$ cat config.mk
export PLATFORM = sky130hd
export DESIGN_NAME = tawas_ls_unit
export DESIGN_NICKNAME = d
export VERILOG_FILES = /design/src/rtl/tawas_ls_unit.sv
export SDC_FILE = /design/constraint.sdc
export NUM_CORES = 1
export LEC_CHECK = 0
export BUFFER_PORTS_ARGS = -buffer_cell sky130_fd_sc_hd__buf_2
export CORE_UTILIZATION = 51
export CTS_BUF_LIST = sky130_fd_sc_hd__clkbuf_4 sky130_fd_sc_hd__clkbuf_8
export DETAILED_ROUTE_END_ITERATION = 10
export PLACE_DENSITY = 0.81
export SYNTH_ARGS = -nofsm -noshare
export SYNTH_HDL_FRONTEND = slang
export SYNTH_SLANG_ARGS = --single-unit
$ cat constraint.sdc
create_clock -name CLK -period 4.6 [get_ports CLK]
set_clock_uncertainty 0.05 [all_clocks]
set_input_delay 0.69 -clock CLK [delete_from_list [all_inputs] [get_ports CLK]]
set_output_delay 0.69 -clock CLK [all_outputs]
set_load 0.02 [all_outputs]
$ cat src/rtl/tawas_ls_unit.sv
// tawas_ls_unit: load/store execution stage for the Tawas two-slice core.
// Takes one load/store operation at a time. It computes the effective
// address from the pointer register, runs a single request/ready bus
// transaction, and writes load data and the updated pointer back to the
// register bank of the slice that issued the operation.
// Optional feature macro: TAWAS_LS_MISALIGN_CHK_EN enables misaligned-access
// exceptions. Without it, misaligned addresses are silently aligned down.
module tawas_ls_unit (
    input  logic        CLK,
    input  logic        RST_N,
    input  logic        SLICE,
    input  logic        LS_OP_VLD,
    input  logic        LS_OP_STORE,
    input  logic [1:0]  LS_OP_SIZE,
    input  logic        LS_OP_SIGNED,
    input  logic [7:0]  LS_OP_OFFSET,
    input  logic        LS_OP_PTR_UPD,
    input  logic [2:0]  LS_OP_PTR_SEL,
    input  logic [2:0]  LS_OP_DATA_SEL,
    output logic [2:0]  LS_PTR_SEL,
    output logic [2:0]  LS_STORE_SEL,
    input  logic [31:0] LS_PTR,
    input  logic [31:0] LS_STORE,
    output logic        LS_PTR_UPD_VLD,
    output logic [2:0]  LS_PTR_UPD_SEL,
    output logic [31:0] LS_PTR_UPD,
    output logic        LS_LOAD_VLD,
    output logic [2:0]  LS_LOAD_SEL,
    output logic [31:0] LS_LOAD,
    output logic        EC_STORE,
    output logic [31:0] EC,
    output logic        LS_BUSY,
    output logic        D_CS,
    output logic        D_WE,
    output logic [31:0] D_ADDR,
    output logic [3:0]  D_MASK,
    output logic [31:0] D_WR_DATA,
    input  logic        D_RDY,
    input  logic [31:0] D_RD_DATA
);

    typedef enum logic [1:0] {
        ST_IDLE = 2'd0,
        ST_BUS  = 2'd1,
        ST_WB   = 2'd2
    } state_t;

    state_t      state_q, state_d;
    logic        tag_q, tag_d;
    logic [31:0] ea_q, ea_d;
    logic [31:0] st_data_q, st_data_d;
    logic [1:0]  size_q, size_d;
    logic        signed_q, signed_d;
    logic        store_q, store_d;
    logic        ptr_upd_q, ptr_upd_d;
    logic [2:0]  ptr_sel_q, ptr_sel_d;
    logic [2:0]  data_sel_q, data_sel_d;
    logic [31:0] load_q, load_d;
    logic        busy_q, busy_d;
    logic        d_cs_q, d_cs_d;
    logic        d_we_q, d_we_d;
    logic [3:0]  d_mask_q, d_mask_d;
`ifdef TAWAS_LS_MISALIGN_CHK_EN
    logic        exc_q, exc_d;
    logic        misalign;
`endif

    logic [31:0] off_ext;
    logic [31:0] off_scaled;
    logic [31:0] ea_raw;
    logic [31:0] ea_align;
    logic [31:0] rd_shifted;
    logic [31:0] rd_extended;
    logic        wb_fire;

    // Effective address for the operation offered by the decoder: the signed
    // offset is scaled by access size, and a size-aligned copy is prepared.
    always_comb begin
        off_ext = {{24{LS_OP_OFFSET[7]}}, LS_OP_OFFSET};
        case (LS_OP_SIZE)
            2'b00:   off_scaled = off_ext;
            2'b01:   off_scaled = off_ext << 1;
            default: off_scaled = off_ext << 2;
        endcase
        ea_raw = LS_PTR + off_scaled;
        case (LS_OP_SIZE)
            2'b00:   ea_align = ea_raw;
            2'b01:   ea_align = {ea_raw[31:1], 1'b0};
            default: ea_align = {ea_raw[31:2], 2'b00};
        endcase
`ifdef TAWAS_LS_MISALIGN_CHK_EN
        misalign = ((LS_OP_SIZE == 2'b01) && ea_raw[0]) ||
                   (LS_OP_SIZE[1] && (ea_raw[1:0] != 2'b00));
`endif
    end

    // Read data lane extraction: shift the addressed byte/half down to bit 0,
    // then zero- or sign-extend it according to the captured access size.
    always_comb begin
        rd_shifted = D_RD_DATA >> {ea_q[1:0], 3'b000};
        case (size_q)
            2'b00:   rd_extended = {{24{signed_q & rd_shifted[7]}}, rd_shifted[7:0]};
            2'b01:   rd_extended = {{16{signed_q & rd_shifted[15]}}, rd_shifted[15:0]};
            default: rd_extended = rd_shifted;
        endcase
    end

    // Next-state logic for the IDLE -> BUS -> WB sequence, plus the
    // registered bus outputs derived from the state being entered.
    always_comb begin
        state_d    = state_q;
        tag_d      = tag_q;
        ea_d       = ea_q;
        st_data_d  = st_data_q;
        size_d     = size_q;
        signed_d   = signed_q;
        store_d    = store_q;
        ptr_upd_d  = ptr_upd_q;
        ptr_sel_d  = ptr_sel_q;
        data_sel_d = data_sel_q;
        load_d     = load_q;
`ifdef TAWAS_LS_MISALIGN_CHK_EN
        exc_d      = exc_q;
`endif
        case (state_q)
            ST_IDLE: begin
                if (LS_OP_VLD) begin
                    tag_d      = SLICE;
                    st_data_d  = LS_STORE;
                    size_d     = LS_OP_SIZE;
                    signed_d   = LS_OP_SIGNED;
                    store_d    = LS_OP_STORE;
                    ptr_upd_d  = LS_OP_PTR_UPD;
                    ptr_sel_d  = LS_OP_PTR_SEL;
                    data_sel_d = LS_OP_DATA_SEL;
`ifdef TAWAS_LS_MISALIGN_CHK_EN
                    ea_d       = ea_raw;
                    exc_d      = misalign;
                    state_d    = misalign ? ST_WB : ST_BUS;
`else
                    ea_d       = ea_align;
                    state_d    = ST_BUS;
`endif
                end
            end
            ST_BUS: begin
                if (D_RDY) begin
                    load_d  = rd_extended;
                    state_d = (store_q && !ptr_upd_q) ? ST_IDLE : ST_WB;
                end
            end
            ST_WB: begin
                if (SLICE == tag_q) begin
                    state_d = ST_IDLE;
                end
            end
            default: state_d = ST_IDLE;
        endcase

        busy_d = (state_d != ST_IDLE);
        d_cs_d = (state_d == ST_BUS);
        d_we_d = d_cs_d && store_d;
        if (!d_cs_d) begin
            d_mask_d = 4'b0000;
        end else begin
            case (size_d)
                2'b00:   d_mask_d = 4'b0001 << ea_d[1:0];
                2'b01:   d_mask_d = ea_d[1] ? 4'b1100 : 4'b0011;
                default: d_mask_d = 4'b1111;
            endcase
        end
    end

    // Single state register for the whole unit; synchronous active-low reset.
    always_ff @(posedge CLK) begin
        if (!RST_N) begin
            state_q    <= ST_IDLE;
            tag_q      <= 1'b0;
            ea_q       <= 32'd0;
            st_data_q  <= 32'd0;
            size_q     <= 2'b00;
            signed_q   <= 1'b0;
            store_q    <= 1'b0;
            ptr_upd_q  <= 1'b0;
            ptr_sel_q  <= 3'd0;
            data_sel_q <= 3'd0;
            load_q     <= 32'd0;
            busy_q     <= 1'b0;
            d_cs_q     <= 1'b0;
            d_we_q     <= 1'b0;
            d_mask_q   <= 4'b0000;
`ifdef TAWAS_LS_MISALIGN_CHK_EN
            exc_q      <= 1'b0;
`endif
        end else begin
            state_q    <= state_d;
            tag_q      <= tag_d;
            ea_q       <= ea_d;
            st_data_q  <= st_data_d;
            size_q     <= size_d;
            signed_q   <= signed_d;
            store_q    <= store_d;
            ptr_upd_q  <= ptr_upd_d;
            ptr_sel_q  <= ptr_sel_d;
            data_sel_q <= data_sel_d;
            load_q     <= load_d;
            busy_q     <= busy_d;
            d_cs_q     <= d_cs_d;
            d_we_q     <= d_we_d;
            d_mask_q   <= d_mask_d;
`ifdef TAWAS_LS_MISALIGN_CHK_EN
            exc_q      <= exc_d;
`endif
        end
    end

    // Output mapping: writebacks fire only while the issuing slice is current.
    always_comb begin
        wb_fire        = (state_q == ST_WB) && (SLICE == tag_q);
        LS_PTR_SEL     = LS_OP_PTR_SEL;
        LS_STORE_SEL   = LS_OP_DATA_SEL;
        LS_PTR_UPD_SEL = ptr_sel_q;
        LS_PTR_UPD     = ea_q;
        LS_LOAD_SEL    = data_sel_q;
        LS_LOAD        = load_q;
        LS_BUSY        = busy_q;
        D_CS           = d_cs_q;
        D_WE           = d_we_q;
        D_MASK         = d_mask_q;
        D_ADDR         = {ea_q[31:2], 2'b00};
        case (size_q)
            2'b00:   D_WR_DATA = {4{st_data_q[7:0]}};
            2'b01:   D_WR_DATA = {2{st_data_q[15:0]}};
            default: D_WR_DATA = st_data_q;
        endcase
`ifdef TAWAS_LS_MISALIGN_CHK_EN
        LS_LOAD_VLD    = wb_fire && !store_q && !exc_q;
        LS_PTR_UPD_VLD = wb_fire && ptr_upd_q && !exc_q;
        EC_STORE       = wb_fire && exc_q;
        EC             = exc_q ? ea_q : 32'd0;
`else
        LS_LOAD_VLD    = wb_fire && !store_q;
        LS_PTR_UPD_VLD = wb_fire && ptr_upd_q;
        EC_STORE       = 1'b0;
        EC             = 32'd0;
`endif
    end

endmodule

Word-level counts from Yosys, hierarchy flattened --
Cells that the tools add are included.
Word-level totals: bits of input ports 120, register bits 117, word-level logic and storage cells 60
Operators by class: shift operators 2, bitwise operators 2, muxes and demuxes 17, reduce and logical (&&, ||, !) cells 15, $add $sub $neg 1, equal/unequal tests 7
Operators by type and width (number):
- $pmux W32 S2 | 2
- $add A32 B32 Y32 | 1
- $shr A32 B5 Y32 | 1
- $pmux W9 S2 | 1
- $mux W2 | 8
- $eq A2 B1 Y1 const B | 5
- $logic_not A2 Y1 | 4
- $pmux W4 S2 | 1
- $pmux W2 S3 | 1
- $reduce_and A2 Y1 | 3
- $logic_and A1 B1 Y1 | 5
- $mux W4 | 1
- $pmux W2 S2 | 1
- $shl A1 B2 Y4 const A | 1
- $and A1 B1 Y1 | 2
- $eq A2 B2 Y1 const B | 1
- $logic_not A1 Y1 | 2
- $mux W1 | 2
- $reduce_bool A2 Y1 | 1
- $eq A1 B1 Y1 | 1

Depth between registers and ports, before layout --
Gate-level depths: netlist of run 1.
depth after elaboration 8, gate-level depth with buffers 13, mapped depth without buffers 12

Worst setup path before layout of run 1 --
OpenSTA, ideal clock, no wires.
path kind in2reg, from input LS_OP_SIZE[0], to register ea_q[24], in the netlist LS_PTR_UPD[24], path buffers 1, setup time 0.062 ns, arrival 3.294 ns, stages 11, data required time 4.488 ns, slack 1.194 ns, cells stage by stage clkbuf_1 mux2i_1 or2_2 fa_1 nand2b_1 a21o_1 a32oi_2 a41o_2 a21oi_2 or4_1 nand3_1
On the way: longest elaborated chain between the ends 3, elaborated cells on any way between the ends 4
RTL lines:
- start, declared | RTL line 14 | input logic [1:0] LS_OP_SIZE,
- $eq A2 B1 Y1 / $logic_not A2 Y1 (equally long branches) | RTL line 80 | case (LS_OP_SIZE)
- $pmux W9 S2 (*) | RTL line 80
- $add A32 B32 Y32 (*) | RTL line 85 | ea_raw = LS_PTR + off_scaled;
- end signal, assigned | RTL line 179 | ea_q <= 32'd0;
- end signal, assigned | RTL line 198 | ea_q <= ea_d;
- end, declared | RTL line 50 | logic [31:0] ea_q, ea_d;
Mark *: on every way between the ends. The rest lies on a longest branch, timed or not. A chain may end at the register's enable or synchronous reset.

Worst setup path in the final report of run 1 --
from input LS_OP_SIZE[0], to register ea_q[25], in the netlist LS_PTR_UPD[25]
The elaborated chain is that of the path after synthesis.

==> flow_summary.toml, run 1 <==
[clocking]
cts_made_buffers = 17
cts-root-buf = "clkbuf_8"
htree_levels = 4
cts_buffer_depth = 2
clkTransAtPathRegs_ns = 0.07
cts_resized = 0
holdBufCountCts = 0
cts_tree = "done"
clock_latency_ns = 0.44
cts_sinks = 117
postCtsSetupBuffers = 0

[min_path]
whs_path_depth = 2
worstHoldStart = "LS_LOAD_SEL[1]"
holdCritPathClass = "reg -> reg"
holdPathEnd = "LS_LOAD_SEL[1]"

[global_route]
gr-usage-met1_pct = 34.2
grt_max_degree = 55
grt_overflow = 0
antenna_found_initial = 0
grt_pass1_vias = 6561
grtUsageTotal_pct = 27.2
busiest_layer = "met2"
grtUsageMet3_pct = 4.52
grt_pass1_wl_um = 32000
met2_usage_pct = 46.2

[sta]
period_share_pct = 68.9
hold_ws_ns = 0.408
tightest_slew_ns = 0.843
setup_viol = 0
setup_tns_ns = 0
fmax_mhz = 315
drv_slew = 0
post-route-min-period_ns = 3.17
rsz0062_at_grt = "no"
max-slew-margin-rel_pct = 43.6
hold_viol = 0

[power]
ir_drop_uv = 159
power_w = 0.00292
powerDensity_nw_per_um2 = 333
leakagePower_nw = 4.14

[outcome]
status = "complete, no violations"

[yosys]
yosys-top-cells-area = "dfxtp_1 (31%), nand2_1 (11%), buf_4 (7.9%), o21ai_0 (5.7%), a21boi_0 (5.5%)"
synthesis.area_um2 = 7500
synth_edf_count = 0
ys_async_sr_fraction_pct = 0
synth_flop_cell = "dfxtp_1"
ys_seq_area_share_pct = 31.2
yosysTopAreaCellShare_pct = 31.2
yosys.cell_types.count = 62
yosysWarnings = 0
synth_top_area_cell = "dfxtp_1"
synth_cells = 977
avgSynthCellArea_um2 = 7.68
synth_seq_cells = 117

[floorplanning]
io_pins = 302
rows = 43
start_util_pct = 53.2
core_area_um2 = 14100
die_y_um = 123
die_area_um2 = 15200
die_w_um = 123

[routing]
wl_um = 20900
vias = 7422
wl_per_cell_um = 15.4
drtIter0Drc = 564
post-route-drc-count = 0
via_per_inst = 5.47
drtPass1Iterations = 5
detail-route-antenna-nets = 0

[cells_and_area]
antenna_cells = 0
syn2layout_area_growth_pct = 17.0
fin_cells = 1356
drive_above_1_share_pct = 29.0
final_common_cell = "buf_2"
final_cell_mix = "buf_2 (266), nand2_1 (216), dfxtp_1 (117)"
ff_latch_area_um2 = 2340
fillerInstances = 1291
multiInputGateArea_um2 = 4420
nNetsFinal = 1317

[worst_setup_path]
critPathRequiredTime_ns = 4.86
path_class = "in -> reg"
regToRegEndpoint = "LS_PTR_UPD[24]"
path_max_fanout = 10
r2r_slack_ns = 2.02
cp.arrival_ns = 3.43
rr_worst_depth = 5
startpoint_type = "primary input"
worstSetupEndpointType = "flop"
regToRegStartpoint = "state_q[1]"

[place]
numPortBuffers = 266
placed_cells = 1326
gp_congestion = 0.914
hpwl_um = 15600

[flow_run]
cap_violations = 0
## per-layer routing
metal / up-vias / wire length [um] / share of wire, %
li1: 3629 / - / -
met4: 0 / 512 / 2.5
met5: - / 0 / 0
met3: 42 / 1440 / 6.9
met2: 323 / 9930 / 48
met1: 3428 / 8990 / 43
## layout make-up
class	instances	area share (%)
Inverter	14	0.599
Tap cell	180	2.57
Multi-Input combinational cell	742	50.3
Clock inverter	9	0.926
Timing Repair Buffer	273	15.8
Clock buffer	21	3.15
Sequential cell	117	26.7
## flip-flops by register name (all words and copies together), names as in the netlist, 2 cells and up
signal and cells:
LS_LOAD 32, LS_PTR_UPD 32, state_q 2, st_data_q 32, LS_LOAD_SEL 3, LS_PTR_UPD_SEL 3, size_q 2, D_MASK 4
## synthesized netlist by cell type, types with 4 or more instances
| cell type | number |
|---|---|
| a21oi_1 | 68 |
| nand2_1 | 217 |
| buf_1 | 8 |
| o211ai_1 | 13 |
| o31ai_1 | 4 |
| dfxtp_1 | 117 |
| inv_1 | 14 |
| nor2_1 | 39 |
| a21o_1 | 9 |
| clkbuf_1 | 43 |
| a21boi_0 | 55 |
| buf_4 | 79 |
| mux2_2 | 16 |
| and2_1 | 16 |
| nand3_1 | 7 |
| or2_2 | 4 |
| a211oi_1 | 4 |
| nor2b_1 | 5 |
| nor3_1 | 5 |
| nand4_1 | 14 |
| o221a_2 | 8 |
| xnor2_1 | 13 |
| mux2i_1 | 33 |
| o21a_1 | 4 |
| o21ai_0 | 85 |
| nand2b_1 | 6 |
| ha_1 | 31 |
| xor2_1 | 12 |
| buf_2 | 6 |
## cell families after synthesis
group           after synthesis  share of synthesized area (%)
mux                          49                           6.80
xor+xnor                     25                           2.92
buf+inv                     152                           11.7
flops                       117                           31.2
fa+ha+maj                    32                           5.44
compound gates              274                           23.2
other cells                   1                         0.0500
simple gates                327                           18.7
## power breakdown
part	switching [W]	internal, W
Clock	0.000423	0.000457
Combinational	0.000570	0.000314
Sequential	0.0000611	0.00110
Total	0.00105	0.00187
## worst max-delay path, stage by stage
cell	delay, ns
buf_2	0.26
mux2i_1	0.11
or2_2	0.31
inv_1	0.07
ha_1	0.24
a211oi_1	0.30
o21ai_1	0.17
a311oi_1	0.51
o31ai_1	0.24
o31ai_1	0.27
xor2_1	0.16
o21ai_0	0.08
## per-stage QoR
step                      utilization, %  cell area [um2]  setup WS (ns)
after global routing                62.3             8780           1.19
after floorplan                        -             7630           1.19
after CTS                           62.3             8780           1.47
final                               62.3             8780           1.43
after detailed placement            59.7             8420           1.03
after global placement              59.7             8420           1.04
## worst max path at each step
stage               cells after the start             end  slack [ns]          start
detailed placement                     12  LS_PTR_UPD[25]        1.03  LS_OP_SIZE[0]
global route                           12  LS_PTR_UPD[25]        1.19  LS_OP_SIZE[0]
CTS                                    12  LS_PTR_UPD[25]        1.47  LS_OP_SIZE[0]
finish                                 12  LS_PTR_UPD[25]        1.43  LS_OP_SIZE[0]
global placement                       12  LS_PTR_UPD[25]        1.04  LS_OP_SIZE[0]
floorplan                              11  LS_PTR_UPD[24]        1.19  LS_OP_SIZE[0]
No activity file was read; power rests on OpenSTA's default activity.
==> run 2, diff against run 1 <==
==> constraint.sdc (replaced) <==
create_clock -name CLK -period 3.21 [get_ports CLK]
set_clock_uncertainty 0.05 [all_clocks]
set_input_delay 0.4815 -clock CLK [delete_from_list [all_inputs] [get_ports CLK]]
set_output_delay 0.4815 -clock CLK [all_outputs]
set_load 0.02 [all_outputs]
==> flow_summary.toml, run 2 (same netlist as run 1, synthesis figures left out) <==
[min_path]
whs_path_depth = 3
holdCritPathClass = "in -> reg"

[clocking]
clkTransAtPathRegs_ns = 0.07
cts-root-buf = "clkbuf_8"
cts_resized = 0
clock_latency_ns = 0.45
htree_levels = 4
holdBufCountCts = 0
postCtsSetupBuffers = 0
cts_tree = "done"
cts_sinks = 117
cts_made_buffers = 17
cts_buffer_depth = 2

[worst_setup_path]
cp.depth = 13
critPathBufInv = 2
rr_worst_depth = 5
path_class = "in -> reg"
critical_path.cell_chain = "buf_2, nor2_1, and2_1, ha_1, inv_1, fa_1, nand2b_1, a21o_1, a32oi_2, a41o_2, a21oi_2, or4_1, nand3_1"
worstSetupEndpointType = "flop"
cpPeakStageDelay_ns = 0.48
critPathRequiredTime_ns = 3.56
critPathSlowestCell = "or4_1"
cpLargestDelayFamily = "simple AND/OR/NAND/NOR gates"
startpoint_type = "primary input"
cp.arrival_ns = 3.13
path_max_fanout = 5

[floorplanning]
start_util_pct = 53.2
core_area_um2 = 14100
die_area_um2 = 15200
die_y_um = 123
rows = 43
die_w_um = 123
io_pins = 302

[routing]
vias = 7453
detail-route-antenna-nets = 0
wl_um = 21300
via_per_inst = 5.44
drtIter0Drc = 516
drtPass1Iterations = 6
post-route-drc-count = 0
wl_per_cell_um = 15.6

[outcome]
status = "complete, no violations"

[cells_and_area]
stdcell_area_um2 = 8890
fin_cells = 1370
ff_latch_area_um2 = 2340
multiInputGateArea_um2 = 4420
post-route-util_pct = 63.1
final_common_cell = "buf_2"
final_cell_mix = "buf_2 (266), nand2_1 (216), dfxtp_1 (117)"
fillerInstances = 1291
antenna_cells = 0
syn2layout_area_growth_pct = 18.6
drive_above_1_share_pct = 29.8
nNetsFinal = 1329

[sta]
fmax_mhz = 359
post-route-min-period_ns = 2.79
tightest_slew_ns = 0.873
hold_ws_ns = 0.222
max-slew-margin-rel_pct = 41.7
hold_viol = 0
drv_slew = 0
period_share_pct = 86.8
setup_viol = 0
rsz0062_at_grt = "no"
setup_tns_ns = 0

[place]
place_area_um2 = 8510
hpwl_um = 16100
placed_cells = 1338
numPortBuffers = 266
gp_congestion = 0.928

[global_route]
grt_pass1_vias = 6537
grtUsageTotal_pct = 27.9
grt_overflow = 0
grt_pass1_wl_um = 32700
grt_max_degree = 88
antenna_found_initial = 0

[flow_run]
cap_violations = 0

[power]
ir_drop_uv = 284
powerDensity_nw_per_um2 = 483
leakagePower_nw = 4.22
run 2: cell count changes in the layout (fill, tap and decap cells not counted):
cell,change
clkinvlp_4,-2
clkbuf_8,-1
clkbuf_4,+2
bufinv_16,+1
clkinv_2,+2
buf_4,+12
run 2: stage by stage:
step,setup slack (ns),total power [W]
finish,0.424,0.00430
CTS,0.484,0.00431
floorplan,0.0124,0.00263
global route,0.179,0.00451
global placement,0.124,0.00295
detailed placement,0.0233,0.00297
run 2: metal layers:
layer	track usage (%)	part of all wire, %	wire length [um]
met4	11.2	3.0	641
met1	35.1	43	9140
met5	0	0	0
met2	47.1	47	10100
met3	4.80	6.9	1470
run 2: power by group:
group          total, W  internal, W  switching, W
Sequential      0.00166      0.00157     0.0000877
Clock           0.00134     0.000736      0.000609
Combinational   0.00129     0.000468      0.000826
Total           0.00430      0.00277       0.00152
run 2: final cells by class:
type | instances | area share, %
clock buffer | 22 | 3.12
clock inverter | 10 | 1.20
inverter | 14 | 0.591
multi-input combinational | 742 | 49.7
sequential | 117 | 26.3
tap | 180 | 2.53
timing repair buffer | 285 | 16.6
run 2: worst paths after layout:
path	slack, ns	from	endpoint
worst min register to register	0.41	LS_LOAD_SEL[0]	LS_LOAD_SEL[0]
worst max-delay path	0.42	LS_OP_SIZE[0]	LS_PTR_UPD[24]
worst min-delay path	0.22	LS_STORE[23]	st_data_q[23]
worst max register to register	0.80	state_q[0]	LS_PTR_UPD[24]
run 2: worst register-to-register path, delay by kind of cell (launching register included):
| kind | cells | cell delay, ns |
|---|---|---|
| and+or+nand+nor | 5 | 1.93 |
| DFF | 1 | 0.37 |
